$ cat src/rtl/chained_xor_cipher_engine.sv
// chained_xor_cipher_engine
// Byte-serial chained-XOR cipher. A DATA_W-bit word and key are accepted
// under valid/ready, one byte lane is processed per clock (LSB lane first),
// and the finished word is offered on a valid/ready output port.
//
// Lane i result:  r = prev ^ d[i] ^ k[i]
//   encrypt: the chain byte for the next lane is r (the ciphertext byte)
//   decrypt: the chain byte for the next lane is d[i] (the ciphertext byte)
// Because both directions chain on the ciphertext byte, the same datapath
// performs encrypt and decrypt.
//
// Optional build macro: CHAINED_XOR_CIPHER_CHAIN_EN
//   defined   : the chain byte carries over from one word to the next, and
//               an extra input chain_clr reloads it with IV while idle
//               (chain_clr wins over a simultaneous acceptance).
//   undefined : every word starts its chain from IV; no chain_clr port.

module chained_xor_cipher_engine #(
   parameter int         DATA_W = 32,
   parameter logic [7:0] IV     = 8'h9B
) (
   input  logic              clk,
   input  logic              rst_n,
   input  logic              in_valid,
   output logic              in_ready,
   input  logic [DATA_W-1:0] in_data,
   input  logic [DATA_W-1:0] in_key,
   input  logic              in_mode,
`ifdef CHAINED_XOR_CIPHER_CHAIN_EN
   input  logic              chain_clr,
`endif
   output logic              out_valid,
   input  logic              out_ready,
   output logic [DATA_W-1:0] out_data,
   output logic              busy
);

   localparam int NB    = DATA_W / 8;
   localparam int IDX_W = (NB > 1) ? $clog2(NB) : 1;

   localparam logic [IDX_W-1:0] IDX_ZERO = IDX_W'(0);
   localparam logic [IDX_W-1:0] IDX_ONE  = IDX_W'(1);
   localparam logic [IDX_W-1:0] IDX_LAST = IDX_W'(NB - 1);

   typedef enum logic [1:0] {
      ST_IDLE = 2'd0,
      ST_RUN  = 2'd1,
      ST_DONE = 2'd2
   } state_t;

   state_t              state_r;
   logic [IDX_W-1:0]    idx_r;
   logic [7:0]          prev_r;
   logic [DATA_W-1:0]   data_r;
   logic [DATA_W-1:0]   key_r;
   logic                mode_r;
   logic [DATA_W-1:0]   out_data_r;
   logic                out_valid_r;
   logic                in_ready_r;
   logic                busy_r;

   logic [IDX_W+2:0]    lane_sel_s;
   logic [7:0]          lane_d_s;
   logic [7:0]          lane_k_s;
   logic [7:0]          lane_res_s;
   logic [7:0]          chain_next_s;
   logic                last_lane_s;
   logic                accept_s;
   logic                reload_iv_s;

   // Per-lane datapath: select the current byte lane and form its result and next chain byte.
   always_comb begin
      lane_sel_s   = {idx_r, 3'b000};
      lane_d_s     = data_r[lane_sel_s +: 8];
      lane_k_s     = key_r[lane_sel_s +: 8];
      lane_res_s   = prev_r ^ lane_d_s ^ lane_k_s;
      last_lane_s  = (idx_r == IDX_LAST);
      if (mode_r) begin
         chain_next_s = lane_d_s;
      end else begin
         chain_next_s = lane_res_s;
      end
   end

   // Acceptance and chain-seed control; in_ready_r is only ever high in IDLE.
   always_comb begin
      accept_s = in_valid & in_ready_r;
`ifdef CHAINED_XOR_CIPHER_CHAIN_EN
      reload_iv_s = chain_clr;
`else
      reload_iv_s = accept_s;
`endif
   end

   // Control FSM with registered handshake outputs and the result word.
   always_ff @(posedge clk or negedge rst_n) begin
      if (!rst_n) begin
         state_r     <= ST_IDLE;
         idx_r       <= IDX_ZERO;
         prev_r      <= IV;
         data_r      <= {DATA_W{1'b0}};
         key_r       <= {DATA_W{1'b0}};
         mode_r      <= 1'b0;
         out_data_r  <= {DATA_W{1'b0}};
         out_valid_r <= 1'b0;
         in_ready_r  <= 1'b1;
         busy_r      <= 1'b0;
      end else begin
         case (state_r)
            ST_IDLE: begin
               // A chain reload here also covers a word accepted on this edge.
               if (reload_iv_s) begin
                  prev_r <= IV;
               end else begin
                  prev_r <= prev_r;
               end
               if (accept_s) begin
                  data_r     <= in_data;
                  key_r      <= in_key;
                  mode_r     <= in_mode;
                  idx_r      <= IDX_ZERO;
                  out_data_r <= {DATA_W{1'b0}};
                  in_ready_r <= 1'b0;
                  busy_r     <= 1'b1;
                  state_r    <= ST_RUN;
               end else begin
                  state_r    <= ST_IDLE;
               end
            end

            ST_RUN: begin
               out_data_r[lane_sel_s +: 8] <= lane_res_s;
               prev_r                      <= chain_next_s;
               if (last_lane_s) begin
                  // idx stays on the last lane; it never wraps inside a word.
                  out_valid_r <= 1'b1;
                  state_r     <= ST_DONE;
               end else begin
                  idx_r       <= idx_r + IDX_ONE;
               end
            end

            ST_DONE: begin
               // Hold the result until downstream takes it; inputs are ignored.
               if (out_ready) begin
                  out_valid_r <= 1'b0;
                  in_ready_r  <= 1'b1;
                  busy_r      <= 1'b0;
                  state_r     <= ST_IDLE;
               end else begin
                  state_r     <= ST_DONE;
               end
            end

            default: begin
               out_valid_r <= 1'b0;
               in_ready_r  <= 1'b1;
               busy_r      <= 1'b0;
               idx_r       <= IDX_ZERO;
               state_r     <= ST_IDLE;
            end
         endcase
      end
   end

   assign in_ready  = in_ready_r;
   assign out_valid = out_valid_r;
   assign out_data  = out_data_r;
   assign busy      = busy_r;

endmodule
$ cat config.mk
export PLATFORM = sky130hd
export DESIGN_NAME = chained_xor_cipher_engine
export DESIGN_NICKNAME = d
export VERILOG_FILES = /design/src/rtl/chained_xor_cipher_engine.sv
export SDC_FILE = /design/constraint.sdc
export NUM_CORES = 1
export LEC_CHECK = 0
export BUFFER_PORTS_ARGS = -buffer_cell sky130_fd_sc_hd__buf_4
export CORE_MARGIN = 4
export CORE_UTILIZATION = 55
export CTS_CLUSTER_SIZE = 16
export DETAILED_ROUTE_END_ITERATION = 10
export GPL_TIMING_DRIVEN = 0
export PLACE_DENSITY = 0.79
export RECOVER_POWER = 25
export SLEW_MARGIN = 20
export SYNTH_ARGS = -nofsm -noshare
export SYNTH_HDL_FRONTEND = slang
export SYNTH_SLANG_ARGS = --single-unit
$ cat constraint.sdc
create_clock -name clk -period 2.1 [get_ports clk]
set_input_delay 0.105 -clock clk [delete_from_list [all_inputs] [get_ports clk]]
set_output_delay 0.105 -clock clk [all_outputs]
set_load 0.02 [all_outputs]
==> results of run 1 <==
[final cells by class]
class | count | area, µm²
Inverter | 3 | 11.26
Clock buffer | 10 | 137.6
Sequential cell | 112 | 2811
Clock inverter | 6 | 67.56
Tap cell | 108 | 135.1
Buffer | 17 | 108.9
Timing Repair Buffer | 175 | 1480
Multi-Input combinational cell | 235 | 2145
Fill cell | 499 | 1909
[registers in the layout, indices dropped and copies added, names as in the netlist, 2 cells and up]
register / cells
key_r: 32
prev_r: 8
state_r: 2
idx_r: 2
out_data: 32
data_r: 32
[Yosys cell counts (all sizes together), types with 5 or more instances]
cell type  number
dfrtp         106
dfstp           6
xor2            9
mux2           64
xnor2           8
o21ai          35
nor2            9
nor3            6
a211oi          5
nand2          43
a311oi          5
mux4           16
buf            12
clkbuf          5
[critical path, delay by kind of cell, from the launching register on]
kind / cells / cell delay [ns]
multiplexers: 1 / 0.38
buffers and inverters: 2 / 0.61
AND/OR/NAND/NOR: 1 / 0.37
flip-flops: 1 / 0.58
[per-layer routing]
metal / track usage / share of wire / vias up
li1: - / - / 1700
met1: 0.3181 / 0.41 / 1883
met2: 0.4453 / 0.52 / 140
met3: 0.04042 / 0.046 / 29
met4: 0.09212 / 0.025 / 0
met5: 0 / 0 / -
[report_power, final]
part	leakage, nW	switching [W]	total [W]	internal (W)
clock	0.0989	0.000749	0.00134	0.000589
combinational	1.62	0.00247	0.00471	0.00225
sequential	1.42	0.000641	0.00375	0.00311
[repair_timing]
action / 4_1_cts / 5_1_grt
hold endpoints to repair: 171 / 0
hold buffers: 66 / 0
gates resized for setup: 6 / 8
setup buffers: 5 / 0
endpoints found under the setup margin: 79 / 49
pin swaps: 2 / 0
[metrics by stage]
stage	instance area, µm²	setup WS [ns]
finish	6897	0.04887
global route	6897	-0.007134
CTS	6872	0.009182
detailed placement	5947	-0.1787
global placement	5943	-0.1207
floorplan	5035	0.3370
[worst max path at each step]
stage	from	end	slack, ns
global placement	idx_r[1]	out_data[14]	-0.12
finish	in_ready	key_r[28]	0.05
global route	idx_r[1]	out_data[6]	-0.007
CTS	idx_r[0]	prev_r[1]	0.009
detailed placement	idx_r[1]	out_data[14]	-0.18
floorplan	idx_r[0]	prev_r[0]	0.34
[kinds of logic after synthesis]
family	count (synthesis)	share of synthesized area
buffers and inverters	20	0.01913
XOR/XNOR	17	0.05492
AO/OA/AOI/OAI	62	0.07729
AND/OR/NAND/NOR	71	0.06312
adder cells (fa/ha/maj)	4	0.009941
multiplexers	81	0.2174
flip-flops	112	0.5582
[cell usage in the layout (no fill, tap or decap), types with 5 or more instances in the layout]
cell type / n
dfrtp_1: 105
dfstp_2: 6
dlygate4sd3_1: 66
o21ai_1: 28
a211oi_1: 5
o21ai_0: 7
a311oi_1: 5
mux2_2: 64
clkbuf_1: 5
mux4_2: 15
xnor2_2: 5
nor2_1: 8
nor3_1: 6
clkbuf_8: 10
buf_4: 111
nand2_1: 43
xor2_2: 7
==> run metrics, run 1 <==
status=finished, final reports clean; Max Cap Violations=0; Clk Latency, worst-skew pair=0.37 ns; CP Class=reg -> reg; drt pass-1 iters=4; fin crit share=0.9767; Hold Startpoint=in_data[19]; die area=10750 µm²; layout cells sized above 1=0.4319; largest net degree at the start of global routing=113; max_slew headroom=0.4421; hold path depth=2; Clock Pin Slew Worst Setup and Hold Paths=0.11 ns; CP max stage cell=dfstp_2; reg2reg path depth=4; CTS Sinks=112; Post-DP HPWL=8218 µm; Buffers on Ports=103; Pins Over Slew Limit=0; number of global-route vias before repair=4076; Post-synth EDFFs=0; Via density=5.634; crit path capture type=register; antenna violations before repair=0; PwrDens=1422 nW/µm²; RR Endpoint=key_r[28]; Peak VDD IR=0.0007614 V; Setup Skew=0.01111 ns; vias=3752; Core Box Area=8806 µm²; Detailed Route WL=13090 µm; Yosys top cell by area=dfrtp_1; Final Util=0.7832; Routed Antenna Nets=0; Inst Count DP=578; H-tree levels=3; row count=34; GR Overflow Total=0; Post-Syn Nets=440; CP max FO=10; WP data arrival=2.32 ns; n_diodes=0; CP peak stage delay=0.58 ns; Syn. warnings=0; total track usage=0.2531; Post-Synthesis Cells=367; Layout Cells excl Fill=666; final setup fails=0; Initial Util=0.5718; CTS Buffer Depth=2; Final GP Congestion=0.8251; fraction of registers with async set/reset=1.000; Mapped Area=5035 µm²; Die Span X=103.7 µm; drt drc=0; Tmin final=2.051 ns; Layout Nets=626; Seq/Total Area, Yosys=0.5582; Least-Margin Pin Slew=0.8368 ns; Leak Pwr=3.139 nW; final hold viol count=0; Hold WC Path Type=in -> reg; critical-path cell list=nor4bb_2 > buf_2 > buf_2 > mux2_2; Area contributors post-synth=dfrtp_1 53%, mux2_2 14%, mux4_2 6.7%; Clock Root Buffer=clkbuf_8; RR Startpoint=in_ready; top_reg_cell synth=dfrtp_1; Starting DRT DRC Count=155; worst hold margin=0.01212 ns; setup_tns=0 ns; cell mode on critical path=buf_2; area share of the largest cell type after synthesis=0.5268; distinct cell type count after synthesis=41; Startpoint Class=register; CP Data Required Time=2.37 ns; WHS Endpoint=data_r[19]; first-pass GRT wire length=21350 µm; mean post-synth cell area=13.72 µm²; Pwr Total=0.009804 W; Routed wire per std cell=19.66 µm; die span in y=103.7 µm; Reg2Reg Setup Slack=0.05 ns; Top-Level Pins=104; highest clock rate=0.4875 GHz; FF+latch count, synth=112; Layout area overhead=36.98%; Num CTS Buffers=9; CTS tree=built
Note: power is estimated with default switching activity, not from simulation.
==> run 2: changes to the inputs <==
CORE_UTILIZATION = 50   (was 55)
CTS_CLUSTER_DIAMETER = 80   (was not set)
PLACE_DENSITY = 0.73   (was 0.79)
==> run metrics, run 2 (synthesis gave the netlist of run 1 again) <==
critical-path cell list=nor4bb_1 > buf_4 > buf_2 > mux2_2; Die Span X=108.3 µm (+4.5%); Hold WC Path Type=in -> reg; Layout area overhead=36.78%; Initial Util=0.5151 (-0.05665); CP max FO=10 (unchanged); GR Overflow Total=0 (unchanged); crit path capture type=register; RSZ-0062 raised after global routing=false; Routed wire per std cell=17.99 µm (-8.5%); CTS tree=built; CP max stage cell=dfstp_2; failing checks=max-capacitance violations, max-slew violations; n_diodes=0 (unchanged); WHS Endpoint=in_ready; first-pass GRT wire length=19980 µm (-6.4%); WP data arrival=2.25 ns (-0.07 ns); drt pass-1 iters=4 (unchanged); Tmin final=1.982 ns (-0.06929 ns); vias=3740 (-0.32%); most frequent cells in the layout=106 x buf_4, 105 x dfrtp_1, 67 x dlygate4sd3_1, 64 x mux2_2, 43 x nand2_1; Num CTS Buffers=9 (unchanged); most common cell after layout, fill and taps aside=buf_4; CP peak stage delay=0.58 ns (about the same); die span in y=108.3 µm (+4.5%); CTS Buffer Depth=2 (unchanged); Routed Antenna Nets=0 (unchanged); Hold Startpoint=in_valid; Clock Root Buffer=clkbuf_8; Top-Level Pins=104 (unchanged); final setup fails=0 (unchanged); fin crit share=0.9437 (-0.03299); Core Box Area=9774 µm² (+11%); die area=11740 µm² (+9.2%); largest net degree at the start of global routing=113 (unchanged); highest clock rate=0.5046 GHz (+3.5%); CP Class=reg -> reg; layout cells sized above 1=0.4191 (-0.01283); Detailed Route WL=12400 µm (-5.3%); Final GP Congestion=0.8056 (-2.4%); Via density=5.428 (-3.6%); Leak Pwr=3.118 nW (-0.68%); Reg2Reg Setup Slack=0.12 ns (+0.07 ns); Max Cap Violations=1 (+1); max_slew headroom=-0.06710 (-0.5092); total track usage=0.2261 (-0.02706); Layout Nets=625 (-0.16%); setup_tns=0 ns (unchanged); Pins Over Slew Limit=30 (+30); number of global-route vias before repair=3842 (-5.7%); H-tree levels=3 (unchanged); Setup Skew=0.008797 ns (-0.002314 ns); antenna violations before repair=0 (unchanged); Layout Cells excl Fill=689 (+3.5%); Clk Latency, worst-skew pair=0.37 ns (about the same); RR Endpoint=data_r[18]; drt drc=0 (unchanged); RR Startpoint=in_ready; reg2reg path depth=4 (unchanged); Post-DP HPWL=8128 µm (-1.1%); status=finished with violations; PwrDens=1384 nW/µm² (-2.6%); Least-Margin Pin Slew=1.601 ns (+0.7639 ns); final hold viol count=0 (unchanged); row count=36 (+5.9%); Buffers on Ports=103 (unchanged); Starting DRT DRC Count=188 (+21%); Clock Pin Slew Worst Setup and Hold Paths=0.10 ns (about the same); Peak VDD IR=0.0006605 V (-13%); Inst Count DP=603 (+4.3%); CP Data Required Time=2.37 ns (about the same); FILL cells=657 (+32%); hold path depth=4 (+2); Startpoint Class=register; CTS Sinks=112 (unchanged)
## run 2: cell types whose count changed in the layout (fill, tap and decap cells not counted), sizes merged
cell	change
clkinvlp	+1
inv	-1
dlygate4sd3	+1
bufinv	-1
clkinv	-1
buf	-1
## run 2: what timing repair did
action / 4_1_cts / 5_1_grt
hold buffers: 67 / 0
resized for setup: 2 / 7
setup buffers: 3 / 0
endpoints found under the hold margin: 172 / 0
pin swaps: 2 / 0
endpoints found under the setup margin: 32 / 96
## run 2: critical path, delay by kind of cell, from the launching register on
| kind | cells | cell delay [ns] |
|---|---|---|
| DFF | 1 | 0.58 |
| buffers and inverters | 2 | 0.57 |
| muxes | 1 | 0.38 |
| and+or+nand+nor | 1 | 0.34 |
## run 2: through the flow
step           total power (W)  hold WS (ns)  cell area (µm²)  utilization  setup WS [ns]
6_report              0.009534       0.06922             6887       0.7046         0.1182
4_1_cts               0.009540       0.06602             6852       0.7010        0.01781
5_1_grt                0.01015       0.08573             6887       0.7046       0.002938
3_3_place_gp          0.008094        0.3113             5974       0.6112        -0.1123
2_1_floorplan         0.006859       -0.1906             5035            -         0.3370
3_5_place_dp          0.008266        0.3084             5978       0.6116        -0.2034
## run 2: layout make-up
cell class | instances | area [µm²] | area share
plain buffers | 17 | 101.3 | 0.01472
clock buffers | 11 | 141.4 | 0.02053
clock inverters | 4 | 31.28 | 0.004542
inverters | 3 | 11.26 | 0.001635
multi-input cells | 235 | 2133 | 0.3098
flip-flops and latches | 112 | 2811 | 0.4082
well taps | 133 | 166.4 | 0.02416
repair buffers | 174 | 1490 | 0.2164
## run 2: power by group
part | internal [W] | switching [W] | leakage (nW)
Sequential | 0.00311 | 0.000568 | 1.42
Clock | 0.000461 | 0.000710 | 0.0776
Combinational | 0.00224 | 0.00245 | 1.62
## run 2: worst max-delay path by stage
stage / end / cells after the start / from / slack, ns
2_1_floorplan: prev_r[0] / 5 / idx_r[0] / 0.34
3_3_place_gp: out_data[14] / 7 / idx_r[1] / -0.11
3_5_place_dp: out_data[14] / 7 / idx_r[1] / -0.20
4_1_cts: key_r[1] / 4 / in_ready / 0.02
5_1_grt: prev_r[0] / 5 / idx_r[0] / 0.003
6_report: data_r[18] / 4 / in_ready / 0.12
## run 2: layer usage
metal / share of wire / up-vias / global-route usage
met5: 0 / - / 0
met4: 0.013 / 0 / 0.07214
met3: 0.054 / 16 / 0.04537
met2: 0.53 / 134 / 0.3903
met1: 0.40 / 1890 / 0.2883
li1: - / 1700 / -
==> run 3: changes to the inputs <==
ABC_AREA = 1   (was not set)
PLACE_DENSITY = 0.72   (was 0.73)
==> run metrics, run 3 <==
CTS tree=built; top_reg_cell synth=dfrtp_1; Clk Latency, worst-skew pair=0.38 ns (about the same); failing checks=max-capacitance violations, max-slew violations; CTS Sinks=112 (unchanged); Hold WC Path Type=in -> reg; crit-path leading delay family=simple AND/OR/NAND/NOR gates; crit path capture type=register; Power Internal=0.005463 W (-6.0%); Num CTS Buffers=9 (unchanged); CP peak stage delay=0.41 ns (-0.17 ns); GR Overflow Total=0 (unchanged); number of global-route vias before repair=5277 (+37%); Die Span X=112.1 µm (+3.5%); vias=5185 (+39%); Top-Level Pins=104 (unchanged); Final GP Congestion=0.8712 (+8.1%); Post-synth EDFFs=0 (unchanged); Area contributors post-synth=dfrtp_1 49%, nand2_1 24%, nand3_1 6.5%; Max Cap Violations=1 (unchanged); Clock Root Buffer=clkbuf_8; drt pass-1 iters=5 (+1); Setup Skew=0.008635 ns (-0.0001620 ns); Pwr Total=0.01032 W (+8.3%); first-pass GRT wire length=25120 µm (+26%); RSZ-0062 raised after global routing=false; die span in y=112.1 µm (+3.5%); critical-path cell list=buf_6 > inv_4 > buf_6 > ha_2 > inv_1 > nor2_2 > nand4_1 > nand2_1; Post-Syn Nets=771 (+75%); most common cell after layout, fill and taps aside=nand2_1; Mapped Area=5420 µm² (+7.7%); Via density=5.073 (-6.5%); Logic pwr share=0.516 (+0.024); most frequent cell after synthesis=nand2_1; area share of the largest cell type after synthesis=0.4894 (-0.03746); CTS Buffer Depth=2 (unchanged); Least-Margin Pin Slew=1.553 ns (-0.04719 ns); CP Data Required Time=2.42 ns (+0.05 ns); Clock Pin Slew Worst Setup and Hold Paths=0.10 ns (about the same); Pins Over Slew Limit=113 (+280%); final hold viol count=0 (unchanged); highest clock rate=0.5163 GHz (+2.3%); Seq/Total Area, Yosys=0.5185 (-0.03968); mean post-synth cell area=7.765 µm² (-43%); Peak VDD IR=0.0006440 V (-2.5%); Syn. warnings=0 (unchanged); Startpoint Class=register; die area=12570 µm² (+7.1%); CP max stage cell=dfrtp_1; total track usage=0.2496 (+0.02357); fin crit share=0.9222 (-0.02151); Routed Antenna Nets=0 (unchanged); Core Box Area=10460 µm² (+7.0%); antenna violations before repair=0 (unchanged); most frequent cells in the layout=350 x nand2_1, 106 x dfrtp_1, 75 x buf_4, 70 x nand3_1, 67 x dlygate4sd3_1; Initial Util=0.5181 (+0.002953); status=finished with violations; Reg2Reg Setup Slack=0.16 ns (+0.05 ns); max_slew headroom=-0.03564 (+0.03146); CP Buf/Inv Count=4 (+2); CP max FO=11 (+1); Yosys top cell by area=dfrtp_1; fraction of registers with async set/reset=1.000 (unchanged); Post-DP HPWL=10460 µm (+29%); row count=37 (+2.8%); Layout Nets=954 (+53%); distinct cell type count after synthesis=25 (-39%); largest net degree at the start of global routing=113 (unchanged); FF+latch count, synth=112 (unchanged); setup_tns=0 ns (unchanged); Post-Synthesis Cells=698 (+90%); Leak Pwr=3.810 nW (+22%); WP data arrival=2.26 ns (about the same); Sw Share=0.4708 (+0.08023); cell mode on critical path=buf_6; list of most frequent post-synthesis cells=350 x nand2_1, 106 x dfrtp_1, 70 x nand3_1; Clock Power Share=0.130 (+0.007); Routed wire per std cell=14.78 µm (-18%); drt drc=0 (unchanged); Buffers on Ports=103 (unchanged); n_diodes=0 (unchanged); Tmin final=1.937 ns (-0.04516 ns); CP Class=reg -> reg; PwrDens=1448 nW/µm² (+4.6%); H-tree levels=3 (unchanged); layout cells sized above 1=0.1546 (-0.2644); final setup fails=0 (unchanged); Layout area overhead=31.58%; switching power=0.004860 W (+31%); Sequential Power Share=0.354 (-0.032); Detailed Route WL=15110 µm (+22%); Starting DRT DRC Count=350 (+86%)
## run 3: cell count changes in the layout (fill, tap and decap cells not counted), moves of 15 or more
cell / delta
nand2_1: +307
mux2_2: -64
mux4_2: -15
o21ai_0: +17
inv_1: +34
buf_4: -31
clkbuf_1: +42
o21ai_1: -26
nand3_1: +69
## run 3: worst reg2reg max path, cell delays in order (launching register included)
cell and delay [ns]:
dfrtp_1 0.41, buf_6 0.17, inv_4 0.08, buf_6 0.16, ha_2 0.39, inv_1 0.12
nor2_2 0.31, nand4_1 0.16, nand2_1 0.08
## run 3: cell families (layout without fill, tap and decap cells)
family,Yosys count,count (layout),synth area share
DFF,112,112,0.5185
AOI/OAI and AO/OA,36,36,0.03370
adders and majority gates,4,4,0.009234
and+or+nand+nor,473,473,0.3730
buffers and inverters,72,260,0.06371
muxes,1,1,0.001847
## run 3: routing by layer
| metal | vias to the layer above | global-route usage | wire (µm) |
|---|---|---|---|
| met5 | - | 0 | 0 |
| met4 | 0 | 0.1002 | 331 |
| met3 | 26 | 0.04798 | 821 |
| met2 | 165 | 0.4303 | 7534 |
| met1 | 2434 | 0.3092 | 6423 |
| li1 | 2560 | - | - |
## run 3: final timing paths
path | startpoint | end | cells after the start
hold / removal | in_valid | in_ready | 7
setup reg to reg | idx_r[1] | out_data[14] | 8
setup / recovery | idx_r[1] | out_data[14] | 8
min in group asynchronous | rst_n | key_r[13] | 2
max in group asynchronous | rst_n | key_r[22] | 2
hold reg to reg | data_r[20] | data_r[20] | 2
## run 3: cell type report
cell class | instances | area, µm²
Fill cell | 899 | 3331
Sequential cell | 112 | 2810
Multi-Input combinational cell | 514 | 2267
Timing Repair Buffer | 172 | 1331
Buffer | 30 | 182.7
Tap cell | 136 | 170.2
Inverter | 42 | 162.7
Clock buffer | 12 | 155.1
Clock inverter | 4 | 52.55
## run 3: repair_timing
item / in CTS / in global routing
cloned: 0 / 0
hold buffers: 67 / 0
pin swaps: 1 / 1
gates resized for setup: 0 / 2
hold endpoints to repair: 172 / 0
setup buffers: 2 / 0
endpoints found under the setup margin: 13 / 7
## run 3: per-stage QoR
step                      hold slack (ns)  instance area, µm²    util  setup WS (ns)  instances
after floorplan                   -0.1906                5420       -         0.4368        698
after global placement             0.3059                6364  0.6082       0.001677        937
after detailed placement           0.3095                6367  0.6086       -0.03581        937
after CTS                          0.2678                7261  0.6940         0.1377       1022
after global routing               0.3169                7132  0.6817       0.004567       1022
final                              0.2797                7132  0.6817         0.1633       1022
## run 3: power by group through the flow
stage               registers, W  clock network [W]  logic, W
floorplan                0.00378                  0   0.00349
global placement         0.00365                  0   0.00513
detailed placement       0.00370                  0   0.00530
CTS                      0.00366            0.00137   0.00543
global route             0.00377            0.00146   0.00600
finish                   0.00365            0.00134   0.00532
